===== config.mk =====
export PLATFORM = sky130hd
export DESIGN_NAME = jk_ff_bank_scheduler
export DESIGN_NICKNAME = d
export VERILOG_FILES = /design/src/rtl/jk_ff_bank_scheduler.sv
export SDC_FILE = /design/constraint.sdc
export NUM_CORES = 1
export LEC_CHECK = 0
export BUFFER_PORTS_ARGS = -buffer_cell sky130_fd_sc_hd__buf_2
export CAP_MARGIN = 20
export CORE_UTILIZATION = 40
export CTS_BUF_LIST = sky130_fd_sc_hd__clkbuf_4 sky130_fd_sc_hd__clkbuf_8
export DETAILED_ROUTE_END_ITERATION = 16
export MAX_ROUTING_LAYER = met4
export PLACE_DENSITY = 0.61
export SLEW_MARGIN = 20
export SYNTH_ARGS = -nofsm -noshare
export SYNTH_HDL_FRONTEND = slang
export SYNTH_SLANG_ARGS = --single-unit

===== constraint.sdc =====
create_clock -name Clk_In -period 5.1 [get_ports Clk_In]
set_input_delay 1.02 -clock Clk_In [delete_from_list [all_inputs] [get_ports Clk_In]]
set_output_delay 1.02 -clock Clk_In [all_outputs]
set_load 0.01 [all_outputs]

===== src/rtl/jk_ff_bank_scheduler.sv =====
// Two-requester round-robin command FIFO feeding a one-shot J/K issue FSM for a JK flip-flop bank.
// Optional Q readback check is built when JK_FF_BANK_SCHEDULER_VERIFY_EN is defined.
module jk_ff_bank_scheduler #(
  parameter int NUM_FF     = 8,
  parameter int IDX_W      = $clog2(NUM_FF),
  parameter int FIFO_DEPTH = 4
) (
  input  logic              Clk_In,
  input  logic              Reset_In,
  input  logic              A_Valid_In,
  input  logic [1:0]        A_Op_In,
  input  logic [IDX_W-1:0]  A_Idx_In,
  output logic              A_Ready_Out,
  input  logic              B_Valid_In,
  input  logic [1:0]        B_Op_In,
  input  logic [IDX_W-1:0]  B_Idx_In,
  output logic              B_Ready_Out,
  output logic [NUM_FF-1:0] J_Out,
  output logic [NUM_FF-1:0] K_Out,
  input  logic [NUM_FF-1:0] Q_In,
  output logic              Busy_Out,
  output logic              Done_Out,
  output logic [IDX_W-1:0]  Done_Idx_Out,
  output logic              Error_Out
);
  localparam int PTR_W = $clog2(FIFO_DEPTH);
  localparam int CNT_W = PTR_W + 1;
  localparam int CMD_W = IDX_W + 2;

  typedef enum logic [1:0] {IDLE = 2'd0, ISSUE = 2'd1, DONE = 2'd2} state_t;

  state_t            state_q, state_d;
  logic [CMD_W-1:0]  fifo_q [FIFO_DEPTH];
  logic [PTR_W-1:0]  wr_ptr_q, wr_ptr_d, rd_ptr_q, rd_ptr_d;
  logic [CNT_W-1:0]  count_q, count_d;
  logic              last_grant_b_q, last_grant_b_d;
  logic [NUM_FF-1:0] j_q, j_d, k_q, k_d;
  logic [IDX_W-1:0]  done_idx_q, done_idx_d;
  logic              fifo_full, fifo_empty, push, pop;
  logic [CMD_W-1:0]  push_cmd, head_cmd;
  logic [1:0]        head_op;
  logic [IDX_W-1:0]  head_idx;

  // Both readies depend only on registered state plus the two valids, so grants are exclusive.
  assign fifo_full   = (count_q == CNT_W'(FIFO_DEPTH));
  assign fifo_empty  = (count_q == '0);
  assign A_Ready_Out = !fifo_full && A_Valid_In && (!B_Valid_In || last_grant_b_q);
  assign B_Ready_Out = !fifo_full && B_Valid_In && (!A_Valid_In || !last_grant_b_q);
  assign push        = A_Ready_Out || B_Ready_Out;
  assign push_cmd    = A_Ready_Out ? {A_Op_In, A_Idx_In} : {B_Op_In, B_Idx_In};
  assign head_cmd    = fifo_q[rd_ptr_q];
  assign head_op     = head_cmd[CMD_W-1 -: 2];
  assign head_idx    = head_cmd[IDX_W-1:0];

  always_comb begin
    wr_ptr_d       = wr_ptr_q;
    rd_ptr_d       = rd_ptr_q;
    count_d        = count_q;
    last_grant_b_d = last_grant_b_q;
    if (push) begin
      wr_ptr_d       = wr_ptr_q + PTR_W'(1);
      last_grant_b_d = B_Ready_Out;
    end
    if (pop) begin
      rd_ptr_d = rd_ptr_q + PTR_W'(1);
    end
    if (push && !pop) begin
      count_d = count_q + CNT_W'(1);
    end else if (!push && pop) begin
      count_d = count_q - CNT_W'(1);
    end
  end

  always_ff @(posedge Clk_In or negedge Reset_In) begin
    if (!Reset_In) begin
      wr_ptr_q       <= '0;
      rd_ptr_q       <= '0;
      count_q        <= '0;
      last_grant_b_q <= 1'b1;
      for (int i = 0; i < FIFO_DEPTH; i++) begin
        fifo_q[i] <= '0;
      end
    end else begin
      wr_ptr_q       <= wr_ptr_d;
      rd_ptr_q       <= rd_ptr_d;
      count_q        <= count_d;
      last_grant_b_q <= last_grant_b_d;
      if (push) begin
        fifo_q[wr_ptr_q] <= push_cmd;
      end
    end
  end

  always_ff @(posedge Clk_In or negedge Reset_In) begin
    if (!Reset_In) begin
      state_q <= IDLE;
    end else begin
      state_q <= state_d;
    end
  end

  always_comb begin
    state_d = state_q;
    case (state_q)
      IDLE:    if (!fifo_empty) state_d = ISSUE;
      ISSUE:   state_d = DONE;
      DONE:    state_d = IDLE;
      default: state_d = IDLE;
    endcase
  end

  // An out-of-range index shifts the J/K bit off the vector, so it degrades to a hold.
  always_comb begin
    pop        = 1'b0;
    j_d        = '0;
    k_d        = '0;
    done_idx_d = done_idx_q;
    Done_Out   = (state_q == DONE);
    if (state_q == IDLE && !fifo_empty) begin
      pop        = 1'b1;
      j_d        = NUM_FF'(head_op[1]) << head_idx;
      k_d        = NUM_FF'(head_op[0]) << head_idx;
      done_idx_d = head_idx;
    end
  end

  always_ff @(posedge Clk_In or negedge Reset_In) begin
    if (!Reset_In) begin
      j_q        <= '0;
      k_q        <= '0;
      done_idx_q <= '0;
    end else begin
      j_q        <= j_d;
      k_q        <= k_d;
      done_idx_q <= done_idx_d;
    end
  end

  assign J_Out        = j_q;
  assign K_Out        = k_q;
  assign Done_Idx_Out = done_idx_q;
  assign Busy_Out     = (state_q != IDLE) || !fifo_empty;

`ifdef JK_FF_BANK_SCHEDULER_VERIFY_EN
  logic       q_prev_q, q_prev_d;
  logic [1:0] op_q, op_d;
  logic       error_q, error_d;
  logic       expected_val, mismatch;

  always_comb begin
    q_prev_d = q_prev_q;
    op_d     = op_q;
    if (pop) begin
      q_prev_d = Q_In[head_idx];
      op_d     = head_op;
    end
    case (op_q)
      2'b01:   expected_val = 1'b0;
      2'b10:   expected_val = 1'b1;
      2'b11:   expected_val = ~q_prev_q;
      default: expected_val = q_prev_q;
    endcase
    mismatch = (state_q == DONE) && (int'(done_idx_q) < NUM_FF) &&
               (Q_In[done_idx_q] != expected_val);
    error_d  = error_q | mismatch;
  end

  always_ff @(posedge Clk_In or negedge Reset_In) begin
    if (!Reset_In) begin
      q_prev_q <= 1'b0;
      op_q     <= 2'b00;
      error_q  <= 1'b0;
    end else begin
      q_prev_q <= q_prev_d;
      op_q     <= op_d;
      error_q  <= error_d;
    end
  end

  // The flag is raised during DONE itself and then held by the sticky register.
  assign Error_Out = error_q | mismatch;
`else
  logic unused_q_in;
  assign unused_q_in = ^Q_In;
  assign Error_Out   = 1'b0;
`endif

endmodule

Word level (Yosys, flattened, before mapping)
Index checks and enable logic that the tools add are counted.

storage, ports and cells
  register bits after elaboration = 49
  input port bits = 22

operators by class
  mux-type cells = 14
  shift-type cells = 2
  magnitude comparators = 3
  add/sub/neg operators = 4
  eq/ne operators = 4
  reduce and logical (&&, ||, !) cells = 23
  bitwise logic cells = 2

operator list
  cell                                                                    count
  20-bit bitwise mux                                                      1
  5-bit 2-to-1 mux                                                        4
  8-bit 2-to-1 mux                                                        2
  1-bit by 3-bit left shift with 8-bit output                             2
  5-bit binary-select mux with 2-bit select                               1
  5-bit demux with 2-bit select                                           1
  1-bit logical AND                                                       8
  1-bit zero test                                                         7
  3-bit greater-or-equal comparator (second input constant)               2
  3-bit 2-to-1 mux                                                        2
  2-bit NOT with 3-bit output                                             2
  2-bit by 1-bit adder with 2-bit output (second input constant)          2
  1-bit logical OR                                                        4
  2-bit case mux with 2 select lines                                      1
  2-bit nonzero test                                                      2
  3-bit by 1-bit adder with 3-bit output (second input constant)          1
  3-bit equality test (second input constant)                             1
  3-bit zero test                                                         1
  3-bit by 1-bit < comparator with 1-bit output (second input constant)   1
  3-bit by 1-bit subtractor with 3-bit output (second input constant)     1
  2-bit by 1-bit equality test with 1-bit output (second input constant)  1
  2-bit equality test (second input constant)                             1
  2-bit zero test                                                         1
  2-bit 2-to-1 mux                                                        1
  2 further kinds                                                         2

Logic depth before layout (Yosys ltp)
Gate-level depths: netlist of run 1.

  word-level depth = 9
  mapped depth = 10
  gate-level depth less buffers = 8

Least setup slack after synthesis of run 1
Ideal clock, no wire load.

  path type = input to register
  from = input A_Valid_In
  to = register count_q[1]
  stages on the path = 8
  setup slack = 2.187 ns
  path buffers = 2
  setup time = 0.125 ns
  arrival time = 2.788 ns
  required time = 4.975 ns
  path through = clkbuf_1 or2_2 clkbuf_1 and2_1 ha_1 inv_1 fa_1 mux2_2

on the way
  elaborated cells on any way between the ends = 11
  classes of those cells = mux: 1; reduce/logical: 10

RTL lines
  what                  RTL line  text
  from (decl)           10        input logic A_Valid_In,
  1-bit zero test       48        assign B_Ready_Out = !fifo_full && B_Valid_In && (!A_Valid_In || !last_grant_b_q);
  1-bit logical OR      48
  1-bit logical AND     48
  1-bit logical OR *    49        assign push = A_Ready_Out || B_Ready_Out;
  named net push        39        logic fifo_full, fifo_empty, push, pop;
  1-bit logical AND *   67        if (push && !pop) begin
  3-bit 2-to-1 mux *    67
  named net count_d[1]  35        logic [CNT_W-1:0] count_q, count_d;
  to (signal assigned)  86        count_q <= count_d;
  to (decl)             35

The timed path passes the listed nets; every way through them passes the cells marked *.
A chain may end at the register's enable or synchronous reset.

Final worst setup path of run 1
  from = register count_q[1]
  to = output B_Ready_Out

on the way
  longest elaborated chain between the ends = 4

ends and longest elaborated chain
  what                            RTL line  text
  3-bit equality test             45        assign fifo_full = (count_q == CNT_W'(FIFO_DEPTH));
  1-bit zero test                 48
  1-bit logical AND (2 in a row)  48
  to (decl)                       17        output logic B_Ready_Out,

Every way passes these cells.

==> results.txt, run 1 <==
CTS buffer count: 5
Die ar.: 5820 µm²
hold depth: 1
kind of critical path: reg2out
largest family of logic cells by synthesized area: compound AO/OA/AOI/OAI gates
Power Density: 684 nW/µm²
pre-CTS WS: 2.11 ns
maximum number of pins on one net before global-route repair: 50
GRT Max-Usage Layer: met2
row count: 26
commonest cells after routing, fill and taps aside: 48 x dfrtp_1, 35 x a31oi_1, 35 x buf_2
Synth Instances: 189
RSZ-0062 raised after global routing: no
remaining antenna violation count after routing: 0
end of the worst register-to-register path: count_q[1]
CORE AREA: 5200 µm²
share of layout cells above drive strength 1: 27.0%
Nets: 249
clock root buffer: clkbuf_8
synth warn: 0
Antenna Cells: 0
Hold Fails Final Rpt: 0
Yosys cell types: 36
outcome: finished, final reports clean
Worst Tran Pin Value: 0.824 ns
fin area: 2510 µm²
WP data required: 4.08 ns
Placer Congestion: 0.803
postcts setup bufs: 0
Post-Route WL: 4.54 mm
Seq/Total Area, Yosys: 55.6%
vias in the first global route: 1524
Avg Cell Area, Syn: 11.7 µm²
r2r startpoint: count_q[1]
Max Fclk: 342 MHz
Synth Area in Compound Gates: 14.5%
Clock Latency Late Sink: 0.30 ns
final max-slew violation count: 0
critical path capture point type: primary output
# Max-Cap Violations: 0
final setup TNS: 0 ns
DP Area: 2420 µm²
HPWL after DPL: 3.11 mm
# H-tree levels: 2
clock-pin slew on the worst setup and hold paths: 0.09 ns
first-pass GRT wire length: 7.65 mm
DIE HEIGHT: 76.3 µm
grt total ovfl: 0
crit path time final: 2.93 ns
met1 usage: 24.4%
met3 GRT Util: 4.07%
final worst slack: 2.17 ns
Critical Path End: B_Ready_Out
placed cells: 284
# DRC: 0
Post-Synth XOR/XNOR Area: 2.38%
Final setup viols: 0
Iter 0 DRT Violations: 130
Clock Skews: 0.00472 ns
Post-Synth Adder-Cell Area: 3.74%
Simple-Gate Fraction of Synth Area: 13.4%
Hold WC Path Type: reg2reg
DIE WIDTH: 76.3 µm
Buffers on Ports: 36
Initial Util: 42.4%
Synth-to-Final Area Change: 13.8%
Setup crit start kind: flip-flop
WP data arrival: 1.91 ns
Post-Synthesis Net Count: 217
Total GRT Usage: 17.4%
First-pass DRT Iterations: 5
Hold Worst Slack: 0.468 ns
Worst Setup SP: count_q[1]
mapped cell area: 2210 µm²
reg2reg path depth: 6
largest fanout on the critical path: 32
CTS sink cnt: 49
CTS tree: done
via density per instance: 5.54
Resize count post-CTS: 0
most common cell after layout, fill and taps aside: dfrtp_1
peak supply drop: 0.000298 V
register-to-register setup slack: 2.50 ns
via count: 1618
drt wl/cell: 15.5 µm
met2 GRT Util: 24.6%
initial antenna violation count: 0
Slew headroom: 45.0%
mux cell area share after synthesis: 6.63%
period utilization: 57.4%
Ports: 46
# hold bufs at CTS: 0
#FFs+latches synth: 49
Pleak: 0.00112 µW
Post-Layout Cell Count: 292
CTS Buffer Depth: 2
## metrics by stage
stage | total power [µW] | utilization (%)
2_1_floorplan | 1300 | -
4_1_cts | 1730 | 48.2
3_3_place_gp | 1480 | 46.5
3_5_place_dp | 1500 | 46.5
6_report | 1720 | 48.3
5_1_grt | 1860 | 48.3
## cells in the mapped netlist
library cell | instances | area (µm²)
mux4_2 | 5 | 113
nand3_1 | 4 | 20.0
nand2_1 | 4 | 15.0
ha_1 | 5 | 62.6
a21bo_2 | 1 | 10.0
nand4_1 | 5 | 31.3
nor3_1 | 6 | 30.0
buf_4 | 2 | 15.0
or3_1 | 1 | 6.26
nor3b_1 | 1 | 7.51
o21a_1 | 1 | 7.51
xor2_1 | 2 | 17.5
conb_1 | 1 | 3.75
nor2b_1 | 3 | 18.8
a21oi_1 | 6 | 30.0
mux2_2 | 3 | 33.8
dfstp_2 | 1 | 26.3
buf_6 | 1 | 11.3
inv_1 | 6 | 22.5
fa_1 | 1 | 20.0
xnor2_1 | 4 | 35.0
and2_1 | 2 | 12.5
clkbuf_1 | 8 | 30.0
and3_1 | 3 | 18.8
o21ai_0 | 3 | 15.0
or4_1 | 1 | 7.51
or3b_1 | 1 | 8.76
o31ai_1 | 5 | 37.5
or2_2 | 1 | 6.26
nor2_1 | 10 | 37.5
nand2b_1 | 2 | 12.5
a31oi_1 | 35 | 219
or3b_2 | 1 | 8.76
dfrtp_1 | 48 | 1200
nand3b_1 | 2 | 15.0
nor3_2 | 4 | 40.0
## cells by family (layout without fill, tap and decap cells)
group,count (synthesis),in the layout
buf+inv,17,50
xor+xnor,6,6
mux,8,8
flops,49,49
simple gates,51,51
other cells,1,1
fa+ha+maj,6,6
compound gates,51,51
## worst max-delay path, stage by stage (launching register included)
cell and delay, ns:
dfrtp_1 0.46, or3b_2 0.77, nand2_1 0.18, a21oi_1 0.05
buf_2 0.14
## worst min-delay path by stage
stage / slack [ns] / from / end
after global routing: 0.50 / state_q[1] / state_q[1]
final: 0.47 / state_q[1] / state_q[1]
after CTS: 0.47 / state_q[1] / state_q[1]
after global placement: 0.45 / state_q[1] / state_q[1]
after detailed placement: 0.46 / state_q[1] / state_q[1]
after floorplan: 0.43 / state_q[1] / state_q[1]
## state kept, by name (all words and copies together) (netlist names), 2 cells and up
name          cells
rd_ptr_q          2
wr_ptr_q          2
J_Out             8
Done_Idx_Out      3
state_q           2
count_q           3
fifo_q           20
K_Out             8
## per-layer routing
metal / vias up / share of wire [%]
li1: 770 / -
met2: 81 / 45
met1: 763 / 45
met5: - / 0
met3: 4 / 8.4
met4: 0 / 0.99
## power by group
part           leakage [µW]  internal [µW]  switching [µW]
Clock             0.0000408            102             126
Sequential         0.000596            565             119
Combinational      0.000487            349             457
Total               0.00112           1020             702
## layout make-up
type | instances | area (µm²)
sequential | 49 | 1230
multi-input combinational | 123 | 901
clock buffer | 6 | 76.3
tap | 70 | 87.6
timing repair buffer | 36 | 183
clock inverter | 2 | 15.0
fill | 485 | 2690
inverter | 6 | 22.5
Power figures use the tool's default switching activity.
==> run 2: changes to the inputs <==
==> constraint.sdc (replaced) <==
create_clock -name Clk_In -period 2.85 [get_ports Clk_In]
set_input_delay 0.57 -clock Clk_In [delete_from_list [all_inputs] [get_ports Clk_In]]
set_output_delay 0.57 -clock Clk_In [all_outputs]
set_load 0.01 [all_outputs]
==> run 2 against run 1 <==
- power rose by 85%
- via count shrank 0.31%
- sequential power is 74% higher
- count of clock-buffer cells in the layout is the same
- clock skew up 0.0033 ns
- clock power up 120%
- utilization up 0.99 points
- global-route usage is 0.62 points lower
- wire length down 1.5%
- critical path depth up 1
- die area stayed put
- critical path type unchanged
==> results.txt, run 2 (synthesis results as in run 1) <==
outcome: finished, final reports clean
initial antenna violation count: 0
commonest cells after routing, fill and taps aside: 48 x dfrtp_1, 36 x buf_2, 35 x a31oi_1
Power Density: 1240 nW/µm²
DIE HEIGHT: 76.3 µm
area of the multi-input gates: 901 µm²
Antenna Cells: 0
CTS Buffer Depth: 2
final worst slack: 0.484 ns
Placer Congestion: 0.836
Clock Skews: 0.00800 ns
clock-pin slew on the worst setup and hold paths: 0.09 ns
final max-slew violation count: 0
max reg flops: 20
Ports: 46
period utilization: 83.0%
First-pass DRT Iterations: 4
Total GRT Usage: 16.8%
Initial Util: 42.4%
DIE WIDTH: 76.3 µm
clock root buffer: clkbuf_8
sequential cell area: 1230 µm²
share of layout cells above drive strength 1: 28.3%
Resize count post-CTS: 0
postcts setup bufs: 0
# Max-Cap Violations: 0
Buffers on Ports: 36
via density per instance: 5.45
pre-CTS WS: 0.512 ns
Synth-to-Final Area Change: 16.2%
Worst Tran Pin Value: 0.823 ns
FILL cells: 493
Iter 0 DRT Violations: 76
most common cell after layout, fill and taps aside: dfrtp_1
via count: 1613
CTS sink cnt: 49
DP Area: 2450 µm²
kind of critical path: reg2out
register name with the most flops: fifo_q
Max Fclk: 423 MHz
grt total ovfl: 0
fin area: 2560 µm²
# DRC: 0
CTS buffer count: 5
row count: 26
crit path time final: 2.37 ns
final setup TNS: 0 ns
critical path capture point type: primary output
first-pass GRT wire length: 7.47 mm
Post-Route WL: 4.47 mm
HPWL after DPL: 3.05 mm
Hold Fails Final Rpt: 0
# H-tree levels: 2
CTS tree: done
RSZ-0062 raised after global routing: no
remaining antenna violation count after routing: 0
maximum number of pins on one net before global-route repair: 50
# hold bufs at CTS: 0
WP data arrival: 1.80 ns
Setup crit start kind: flip-flop
Slew headroom: 45.0%
largest fanout on the critical path: 31
vias in the first global route: 1499
Hold WC Path Type: in2async
CORE AREA: 5200 µm²
Pleak: 0.00116 µW
Die ar.: 5820 µm²
Final setup viols: 0
Nets: 253
Clock Latency Late Sink: 0.30 ns
peak supply drop: 0.000548 V
drt wl/cell: 15.1 µm
WP data required: 2.28 ns
==> run 2: worst paths after layout <==
path,startpoint,endpoint,slack [ns],cells past startpoint
worst max-delay path,count_q[1],B_Ready_Out,0.48,5
worst min-delay path,Reset_In,K_Out[1],0.36,2
worst max register to register,count_q[1],count_q[2],0.52,8
worst min register to register,state_q[1],state_q[1],0.47,1
max in group asynchronous,Reset_In,count_q[2],2.09,2
min in group Clk_In,state_q[1],state_q[1],0.47,1
==> run 2: through the flow <==
stage	hold WS (ns)	cells	utilization (%)	power [µW]
finish	0.358	296	49.3	3180
detailed placement	0.458	288	47.0	2700
floorplan	0.274	189	-	2320
CTS	0.378	296	49.3	3190
global placement	0.454	288	47.0	2670
global route	0.406	296	49.3	3440
==> run 2: layout make-up <==
type | count | area share, %
timing repair buffer | 40 | 8.20
clock inverter | 2 | 1.51
clock buffer | 6 | 2.98
multi-input combinational | 123 | 35.1
inverter | 6 | 0.878
sequential | 49 | 47.9
tap | 70 | 3.42
==> run 2: power by group <==
group	total, µW	internal (µW)	switching, µW
sequential	1190	1010	180
combinational	1490	642	849
clock	499	273	226
==> run 2: worst max-delay path, cell delays in order (launching register included) <==
cell and delay, ns:
dfrtp_1 0.45, or3b_2 0.50, buf_4 0.25, nand2_1 0.12
a21oi_1 0.04, buf_2 0.14
==> run 2: per-layer routing <==
layer  share of wire, %  wire, µm  GRT usage, %  vias up
li1                   -         -             -      774
met1                 45      2030          23.2      770
met5                  0         0             -        -
met4               0.89        40          4.04        0
met2                 46      2060          25.9       64
met3                7.6       341          2.87        5
==> run 3: changes to the inputs <==
==> constraint.sdc (replaced) <==
create_clock -name Clk_In -period 2.25 [get_ports Clk_In]
set_input_delay 0.45 -clock Clk_In [delete_from_list [all_inputs] [get_ports Clk_In]]
set_output_delay 0.45 -clock Clk_In [all_outputs]
set_load 0.01 [all_outputs]
==> run 3 against run 2 <==
- via count down 0.62%
- utilization up 1.1 points
- hold slack worse by 0.24 ns
- critical path depth up 1
- combinational power up 32%
- first-iteration DRC count up 34%
- die area unchanged
- non-clock buffer count up 5
- cell count up 1.7%
==> results.txt, run 3 (synthesis results as in run 1) <==
max reg flops: 20
HPWL after DPL: 3.16 mm
Placer Congestion: 0.808
register-to-register setup slack: 0.09 ns
placed cells: 293
power after layout: 4100 µW
remaining antenna violation count after routing: 0
Ports: 46
Crit-path slowest cell: or3b_2
maximum number of pins on one net before global-route repair: 32
Hold Worst Slack: 0.119 ns
Buffers on Ports: 36
# Max-Cap Violations: 0
CTS tree: done
CORE AREA: 5200 µm²
initial antenna violation count: 0
Total GRT Usage: 17.4%
Final setup viols: 0
clock-pin slew on the worst setup and hold paths: 0.09 ns
Nets: 258
DIE WIDTH: 76.3 µm
share of layout cells above drive strength 1: 30.7%
Hold WC Path Type: in2async
# H-tree levels: 2
row count: 26
Clock Latency Late Sink: 0.30 ns
Final Util: 50.4%
clock root buffer: clkbuf_8
Die ar.: 5820 µm²
DIE HEIGHT: 76.3 µm
r2r startpoint: count_q[1]
critical path capture point type: flip-flop
final max-slew violation count: 0
Antenna Cells: 0
Switching Share: 38.9%
RSZ-0062 raised after global routing: no
Max Fclk: 463 MHz
reg2reg path depth: 6
outcome: finished, final reports clean
DP Area: 2500 µm²
Post-Layout Cell Count: 301
WP data arrival: 2.35 ns
kind of critical path: reg2reg
crit path time final: 2.16 ns
via count: 1603
Clk network pwr share: 15.3%
Initial Util: 42.4%
drt wl/cell: 14.8 µm
grt total ovfl: 0
CTS buffer count: 5
Synth-to-Final Area Change: 18.8%
Switch Pwr: 1590 µW
# DRC: 0
First-pass DRT Iterations: 4
Flop pwr share: 36.8%
register name with the most flops: fifo_q
Iter 0 DRT Violations: 102
CTS sink cnt: 49
critical-path cell list: or3b_2, and2_1, ha_2, inv_1, fa_1, mux2_2
internal power: 2510 µW
fin area: 2620 µm²
Pleak: 0.00119 µW
Setup crit start kind: flip-flop
Clock Skews: 0.00916 ns
peak supply drop: 0.000878 V
end of the worst register-to-register path: count_q[1]
largest fanout on the critical path: 4
Post-Route WL: 4.46 mm
Hold Fails Final Rpt: 0
Power Density: 1560 nW/µm²
period utilization: 96.1%
Slew headroom: 58.4%
CP peak stage delay: 0.51 ns
CTS Buffer Depth: 2
commonest cells after routing, fill and taps aside: 47 x dfrtp_1, 36 x buf_2, 35 x a31oi_1
combinational share of power: 47.8%
via density per instance: 5.33
vias in the first global route: 1499
first-pass GRT wire length: 7.65 mm
Worst Tran Pin Value: 0.619 ns
WP data required: 2.44 ns
most common cell after layout, fill and taps aside: dfrtp_1
==> run 3: critical path: cells and delay by family, from the launching register on <==
family / cells / cell delay, ns
adder cells (fa/ha/maj): 2 / 0.60
buffers and inverters: 1 / 0.07
flip-flops: 1 / 0.41
multiplexers: 1 / 0.27
AND/OR/NAND/NOR: 2 / 0.71
==> run 3: through the flow <==
step                      worst slack [ns]  setup TNS (ns)
after global routing                0.0239               0
after global placement               0.152               0
after CTS                           0.0497               0
final                               0.0881               0
after floorplan                    -0.0913         -0.0913
after detailed placement             0.121               0
==> run 3: how the worst max path moves through the flow <==
stage | start | endpoint | cells after the start
floorplan | count_q[1] | count_q[1] | 8
global placement | B_Valid_In | count_q[1] | 7
detailed placement | B_Valid_In | count_q[1] | 7
CTS | count_q[1] | B_Ready_Out | 5
global route | count_q[1] | count_q[1] | 6
finish | count_q[1] | count_q[1] | 6
==> run 3: final cells by class <==
| cell class | count | area, µm² |
|---|---|---|
| Timing Repair Buffer | 45 | 264 |
| Clock buffer | 6 | 76.3 |
| Multi-Input combinational cell | 123 | 903 |
| Tap cell | 70 | 87.6 |
| Sequential cell | 49 | 1230 |
| Clock inverter | 2 | 38.8 |
| Inverter | 6 | 22.5 |
| Fill cell | 490 | 2580 |
==> run 3: routing by layer <==
| metal | track usage [%] | wire length (µm) | part of all wire [%] | vias up |
|---|---|---|---|---|
| met5 | - | 0 | 0 | - |
| met4 | 5.77 | 55 | 1.2 | 0 |
| met1 | 25.7 | 2190 | 49 | 747 |
| met2 | 23.5 | 1910 | 43 | 64 |
| li1 | - | - | - | 787 |
| met3 | 3.83 | 295 | 6.6 | 5 |
==> run 3: power groups by stage <==
stage               clock, µW  sequential, µW  combinational (µW)
CTS                       645            1510                1970
global route              693            1560                2190
floorplan                   0            1520                1440
global placement            0            1520                1930
finish                    628            1510                1960
detailed placement          0            1520                1960
==> run 3: what timing repair did <==
action                     in CTS  in global routing
resized for setup               0                  2
hold buffers                    0                  0
setup endpoints to repair       0                  1
setup buffers                   0                  0
